[config.mk]
export PLATFORM = sky130hd
export DESIGN_NAME = seq_pattern_tx
export DESIGN_NICKNAME = d
export VERILOG_FILES = /design/src/rtl/seq_pattern_tx.sv
export SDC_FILE = /design/constraint.sdc
export NUM_CORES = 1
export LEC_CHECK = 0
export ABC_AREA = 1
export CAP_MARGIN = 20
export CORE_AREA = 2 2 50 71
export DETAILED_ROUTE_END_ITERATION = 7
export DIE_AREA = 0 0 52 73
export PLACE_DENSITY = 0.74
export SLEW_MARGIN = 20
export SYNTH_ARGS = -nofsm -noshare
export SYNTH_HDL_FRONTEND = slang
export SYNTH_SLANG_ARGS = --single-unit
export TNS_END_PERCENT = 20
[constraint.sdc]
create_clock -name clk -period 2 [get_ports clk]
set_clock_uncertainty 0.1 [all_clocks]
set_input_delay 0.2 -clock clk [delete_from_list [all_inputs] [get_ports clk]]
set_output_delay 0.2 -clock clk [all_outputs]
set_load 0.02 [all_outputs]
[src/rtl/seq_pattern_tx.sv]
// Serial pattern transmitter: sends a pattern MSB-first, repeated a requested
// number of times with an optional idle gap between copies.
module seq_pattern_tx #(
  parameter int   PAT_W    = 4,
  parameter int   CNT_W    = 4,
  parameter logic IDLE_BIT = 1'b0
) (
  input  logic             clk,
  input  logic             rst_n,
  input  logic             in_valid,
  output logic             in_ready,
  input  logic [PAT_W-1:0] in_pattern,
  input  logic [CNT_W-1:0] in_repeat,
  input  logic [CNT_W-1:0] in_gap,
  output logic             x,
  output logic             x_valid,
  output logic             busy,
  output logic             done
);

  localparam int IDX_W = (PAT_W > 1) ? $clog2(PAT_W) : 1;
  localparam logic [IDX_W-1:0] IDX_MAX = IDX_W'(PAT_W - 1);

  typedef enum logic [1:0] {
    IDLE  = 2'd0,
    SHIFT = 2'd1,
    GAP   = 2'd2
  } state_t;

  state_t             state_q, state_d;
  logic [PAT_W-1:0]   pat_q, pat_d;
  logic [CNT_W-1:0]   gap_q, gap_d;
  logic [CNT_W-1:0]   rem_q, rem_d;
  logic [CNT_W-1:0]   gcnt_q, gcnt_d;
  logic [IDX_W-1:0]   idx_q, idx_d;
  logic               x_q, x_d;
  logic               x_valid_q, x_valid_d;
  logic               done_q, done_d;

  assign in_ready = (state_q == IDLE);
  assign busy     = (state_q != IDLE);
  assign x        = x_q;
  assign x_valid  = x_valid_q;
  assign done     = done_q;

  // Outputs are derived from the next state so they line up with the state they describe.
  always_comb begin
    state_d = state_q;
    pat_d   = pat_q;
    gap_d   = gap_q;
    rem_d   = rem_q;
    gcnt_d  = gcnt_q;
    idx_d   = idx_q;
    done_d  = 1'b0;

    case (state_q)
      IDLE: begin
        if (in_valid) begin
          pat_d = in_pattern;
          gap_d = in_gap;
          rem_d = in_repeat;
          idx_d = IDX_MAX;
          if (in_repeat != {CNT_W{1'b0}}) begin
            state_d = SHIFT;
          end else begin
            state_d = IDLE;
            done_d  = 1'b1;
          end
        end else begin
          state_d = IDLE;
        end
      end
      SHIFT: begin
        if (idx_q == {IDX_W{1'b0}}) begin
          rem_d = rem_q - CNT_W'(1);
          idx_d = IDX_MAX;
          if (rem_q == CNT_W'(1)) begin
            state_d = IDLE;
          end else if (gap_q == {CNT_W{1'b0}}) begin
            state_d = SHIFT;
          end else begin
            state_d = GAP;
            gcnt_d  = gap_q;
          end
        end else begin
          idx_d = idx_q - IDX_W'(1);
        end
      end
      GAP: begin
        if (gcnt_q <= CNT_W'(1)) begin
          state_d = SHIFT;
          gcnt_d  = {CNT_W{1'b0}};
          idx_d   = IDX_MAX;
        end else begin
          gcnt_d = gcnt_q - CNT_W'(1);
        end
      end
      default: begin
        state_d = IDLE;
      end
    endcase

    x_valid_d = (state_d == SHIFT);
    if (x_valid_d) begin
      x_d = pat_d[idx_d];
    end else begin
      x_d = IDLE_BIT;
    end
    // The last bit of the last copy carries done alongside it.
    if (x_valid_d && (idx_d == {IDX_W{1'b0}}) && (rem_d == CNT_W'(1))) begin
      done_d = 1'b1;
    end else begin
      done_d = done_d;
    end
  end

  // State, counters and registered outputs.
  always_ff @(posedge clk) begin
    if (!rst_n) begin
      state_q   <= IDLE;
      pat_q     <= {PAT_W{1'b0}};
      gap_q     <= {CNT_W{1'b0}};
      rem_q     <= {CNT_W{1'b0}};
      gcnt_q    <= {CNT_W{1'b0}};
      idx_q     <= {IDX_W{1'b0}};
      x_q       <= IDLE_BIT;
      x_valid_q <= 1'b0;
      done_q    <= 1'b0;
    end else begin
      state_q   <= state_d;
      pat_q     <= pat_d;
      gap_q     <= gap_d;
      rem_q     <= rem_d;
      gcnt_q    <= gcnt_d;
      idx_q     <= idx_d;
      x_q       <= x_d;
      x_valid_q <= x_valid_d;
      done_q    <= done_d;
    end
  end

endmodule

# Word-level counts from Yosys, hierarchy flattened
# Index checks and enable logic that the tools add are counted.
[op_classes]
reduce_logical = 12
eq_ne = 8
n_mux = 27
n_lt_le_gt_ge = 2
add_sub_neg = 3
[op_table]
columns = ["op", "n"]
rows = [
  ["2-to-1 mux 4 bit", 8],
  ["2-to-1 mux 2 bit", 8],
  ["case mux 4 bit (2 select lines)", 2],
  ["case mux 2 bit (3 select lines)", 2],
  ["equality test 4 x 1 -> 1 bit, second input constant", 2],
  ["subtractor 4 x 1 -> 4 bit, second input constant", 2],
  ["logical NOT 2 bit", 3],
  ["2-to-1 mux 1 bit", 6],
  ["inequality test 2 bit, second input constant", 3],
  ["equality test 2 x 1 -> 1 bit, second input constant", 2],
  ["<= comparator 4 x 1 -> 1 bit, second input constant", 1],
  ["logical NOT 4 bit", 1],
  ["AND reduction 2 bit", 2],
  ["AND reduction 4 bit", 1],
  ["nonzero test 2 bit", 2],
  ["nonzero test 4 bit", 1],
  ["less-than comparator 2 x 3 -> 1 bit, second input constant", 1],
  ["binary-select mux 1 bit (select 2 bit)", 1],
  ["equality test 2 bit, second input constant", 1],
  ["logical AND 1 bit", 2],
  ["subtractor 2 x 1 -> 2 bit, second input constant", 1],
]
[word_totals]
ff_bits = 23
inputBits = 15

# Longest topological paths before layout
# Gate-level depths: netlist of the first run.
[depth]
word_depth = 9
mapped_depth = 13

# Worst setup path before layout of the first run
# OpenSTA, ideal clock, no wires.
[synth_path]
path_type = "reg-to-reg"
from = "reg state_q[1]"
to = "reg x_q, in the netlist x"
synth_period_minus_slack_ns = 1.495
path_buffers = 1
setup_slack_ns = 0.505
path_stages_with_launch = 9
required_ns = 1.782
t_arrival_ns = 1.277
cell_sequence = "dfxtp_1 -> buf_6 -> nor2_4 -> nand2_4 -> or2_0 -> o21ai_0 -> nand3_1 -> nand3_1 -> a21boi_2"
[synth_between]
elab_chain_cells = 4
[synth_lines]
columns = ["item", "line", "rtl"]
rows = [
  ["from (decl)", "30", "state_t state_q, state_d;"],
  ["from (signal assigned)", "130", "state_q <= state_d;"],
  ["logical NOT 2 bit (*)", "-", ""],
  ["net in_ready", "11", "output logic in_ready,"],
  ["case mux 2 bit (3 select lines) or 2-to-1 mux 4 bit (tied branches)", "56", "case (state_q)"],
  ["binary-select mux 1 bit (select 2 bit) or equality test 2 x 1 -> 1 bit (tied branches)", "105, 103", ""],
  ["2-to-1 mux 1 bit (implied by the code) or AND reduction 2 bit (tied branches)", "-", ""],
  ["to (signal assigned)", "126", "x_q <= IDLE_BIT;"],
  ["to (signal assigned)", "136", "x_q <= x_d;"],
  ["to (decl)", "36", "logic x_q, x_d;"],
]
# The timed path passes the listed nets; every way through them passes the cells marked *. The select of a mux whose other input is x is not followed.
# A chain may end at the register's enable or synchronous reset.

# Worst setup path after layout of the first run
[layout_path]
from = "reg state_q[0]"
to = "out busy"
[layout_between]
elab_chain_cells = 1
[layout_lines]
columns = ["item", "line", "rtl"]
rows = [
  ["nonzero test 2 bit", "41", "assign busy = (state_q != IDLE);"],
  ["to (decl)", "17", "output logic busy,"],
]
# No other way between the ends.

==> results of run 1 <==
[per-stage QoR]
| step | setup slack, ns | cell area, sq um |
|---|---|---|
| 2_1_floorplan | 0.5050 | 1366 |
| 5_1_grt | 0.03467 | 1642 |
| 3_5_place_dp | 0.1628 | 1594 |
| 3_3_place_gp | 0.1946 | 1594 |
| 6_report | 0.1915 | 1642 |
| 4_1_cts | 0.03730 | 1639 |
[repair_timing]
action / in CTS / in global routing
setup buffers: 0 / 0
endpoints found under the setup margin: 0 / 1
resized for setup: 0 / 2
endpoints found under the hold margin: 0 / 0
[worst max path at each step]
stage,to
floorplan,x$_SDFF_PN0_
global placement,done$_SDFF_PN0_
detailed placement,done$_SDFF_PN0_
CTS,busy
global route,done$_SDFF_PN0_
finish,busy
[sequential cells by signal, summed over array words and instances (netlist names)]
name,count
done,1
x_valid,1
gcnt_q,4
x,1
pat_q,4
rem_q,4
idx_q,2
gap_q,4
state_q,2
[worst min-delay path, cell delays in order, from the launching register on]
cell     delay (ns)
dfxtp_1        0.31
inv_1          0.07
a21oi_1        0.06
[synth_stat cells]
| cell | count |
|---|---|
| a21boi_2 | 1 |
| a21oi_1 | 11 |
| a21oi_2 | 3 |
| a31oi_1 | 1 |
| buf_12 | 1 |
| buf_6 | 1 |
| clkbuf_1 | 1 |
| clkinv_2 | 1 |
| dfxtp_1 | 23 |
| ha_1 | 5 |
| inv_1 | 24 |
| inv_2 | 3 |
| mux2i_1 | 2 |
| nand2_1 | 45 |
| nand2_2 | 2 |
| nand2_4 | 2 |
| nand3_1 | 16 |
| nand3_4 | 1 |
| nor2_1 | 26 |
| nor2_2 | 2 |
| nor2_4 | 4 |
| nor3_1 | 1 |
| o211ai_1 | 1 |
| o21ai_0 | 8 |
| o21ai_1 | 5 |
| o22ai_1 | 3 |
| or2_0 | 2 |
| xnor2_1 | 2 |
[cells by family (layout without fill, tap and decap cells)]
family | after synthesis | after routing | share of synthesized area, %
simple gates | 101 | 101 | 34.71
compound gates | 33 | 33 | 13.92
buf+inv | 31 | 54 | 10.35
flops | 23 | 23 | 33.70
fa+ha+maj | 5 | 5 | 4.579
xor+xnor | 2 | 2 | 1.282
mux | 2 | 2 | 1.465
[routing by layer]
layer / share of wire [%] / GRT usage (%) / wire, um / vias up
li1: - / - / - / 673
met1: 42 / 18.68 / 1239 / 584
met2: 55 / 33.05 / 1614 / 9
met3: 1.3 / 1.639 / 37 / 4
met4: 1.4 / 7.895 / 41 / 0
met5: 0 / 0 / 0 / -
[final cells by class]
cell class                      instances  area, sq um  area share, %
Sequential cell                        23        462.9          28.20
Clock buffer                            4        45.04          2.744
Inverter                               28        106.4          6.479
Timing Repair Buffer                   22        212.7          12.96
Multi-Input combinational cell        143        764.5          46.57
Tap cell                               40        50.05          3.049
[power by group]
group | total [uW] | switching, uW | leakage, uW | internal (uW)
Sequential | 566 | 48.7 | 0.000190 | 517
Clock | 285 | 143 | 0.0000228 | 142
Combinational | 510 | 304 | 0.000522 | 206
Total | 1360 | 496 | 0.000735 | 865
==> metrics.yaml, run 1 <==
place:
  place_inst: 256
  hpwl_um: 2356
  gp_congestion: 0.8424
  portBuffers: 19
setup_path:
  crit_type: "reg -> out"
  start_kind: "flop"
  arrival_ns: 1.51
  r2r_end: "done$_SDFF_PN0_"
  cpPeakStageDelay_ns: 0.60
  required_ns: 1.70
  reg2reg_from: "idx_q[0]$_SDFF_PN0_"
  cp.depth: 3
  cp_top_family: "buffers and inverters"
  crit_chain: "inv_2 -> nand2_1 -> clkdlybuf4s50_1"
  startpoint: "state_q[0]$_SDFF_PN0_"
  crit_slowest_cell: "clkdlybuf4s50_1"
  ff2ff_path_depth: 10
  path_max_fanout: 7
  worst_setup_path_end_kind: "primary output"
  critPathBufInv: 2
  regToRegSetupSlack_ns: 0.24
power:
  power.total_uw: 1361
  p_leak_uw: 0.0007351
  vdd_drop_max_v: 0.0004874
  power_density_mw_per_mm2: 829.1
finish:
  areaGrowthSynthToFinish_pct: 20.15
  nFillCells: 331
  final_util_pct: 50.95
  nets: 241
  final_cell_mix: "nand2_1, nor2_1, inv_1"
  final_common_cell: "nand2_1"
  layout.cells.non_filler: 260
  diodes: 0
  drive_gt1_share_pct: 12.27
worst_hold_path:
  hold-path-endpoint: "gap_q[2]$_SDFFE_PN0P_"
  min_from: "gap_q[2]$_SDFFE_PN0P_"
  holdPathStages: 2
  min_path_type: "reg -> reg"
clock_network:
  cts_buffers: 3
  clkSinkCount: 23
  cts.path.max_buffers: 2
  h-tree-depth: 1
  cts_tree: "done"
  clock_latency_ns: 0.26
  clkTransAtPathRegs_ns: 0.08
  ctsHoldBuffers: 0
  root_buffer: "clkbuf_8"
timing:
  finalHoldViolations: 0
  fmax_mhz: 552.9
  worst_slew_pin_slew_ns: 0.4591
  fin_crit_sh_pct: 90.43
  slew_violations: 0
  hold_ws_ns: 0.3875
  grt_setup_unrepaired: "false"
  min_period_ns: 1.809
  setup_viol: 0
  setup-tns-final_ns: 0
  slew_headroom_pct: 69.36
yosys:
  synth_cells: 197
  synth_area_leaders: "dfxtp_1, nand2_1, nor2_1"
  synth_top_area_share_pct: 33.70
  syn_area_sq_mm: 0.001366
  yosys_warnings: 0
  yosysSeqAreaShare_pct: 33.70
  synth_area_per_cell_sq_um: 6.936
  synth-seq-cells: 23
  yosysTopAreaCell: "dfxtp_1"
  synth_nets: 217
  synth_cell_types: 28
floorplan:
  io_pins: 20
  coreArea_sq_mm: 0.003222
  die_area_sq_mm: 0.003796
  die_w_um: 52
  initial_core_util_pct: 42.41
  die_y_um: 73
  fp-row-count: 25
grt:
  grt.overflow.total: 0
  grt_pass1_vias: 1214
  grtUsageTotal_pct: 17.42
  grt_max_degree: 15
  antenna_found_initial: 0
  grt_pass1_wl_um: 5023
routing:
  routedWlPerCell_um: 11.28
  dr.pass1.iters: 4
  drtAntennaViolNets: 0
  post-route-drc-count: 0
  vias: 1270
  drt_iter0_drc: 23
  routed_wl_um: 2932
  viasPerCell: 4.885
job:
  cap_violations: 0
status:
  outcome: "completed"
No activity file was read; power rests on OpenSTA's default activity.
==> run 2, diff against run 1 <==
- SKIP_CTS_REPAIR_TIMING: unset -> 1
==> results of run 2 <==
Same layout as run 1: the final DEF is identical, and so are final timing and power.
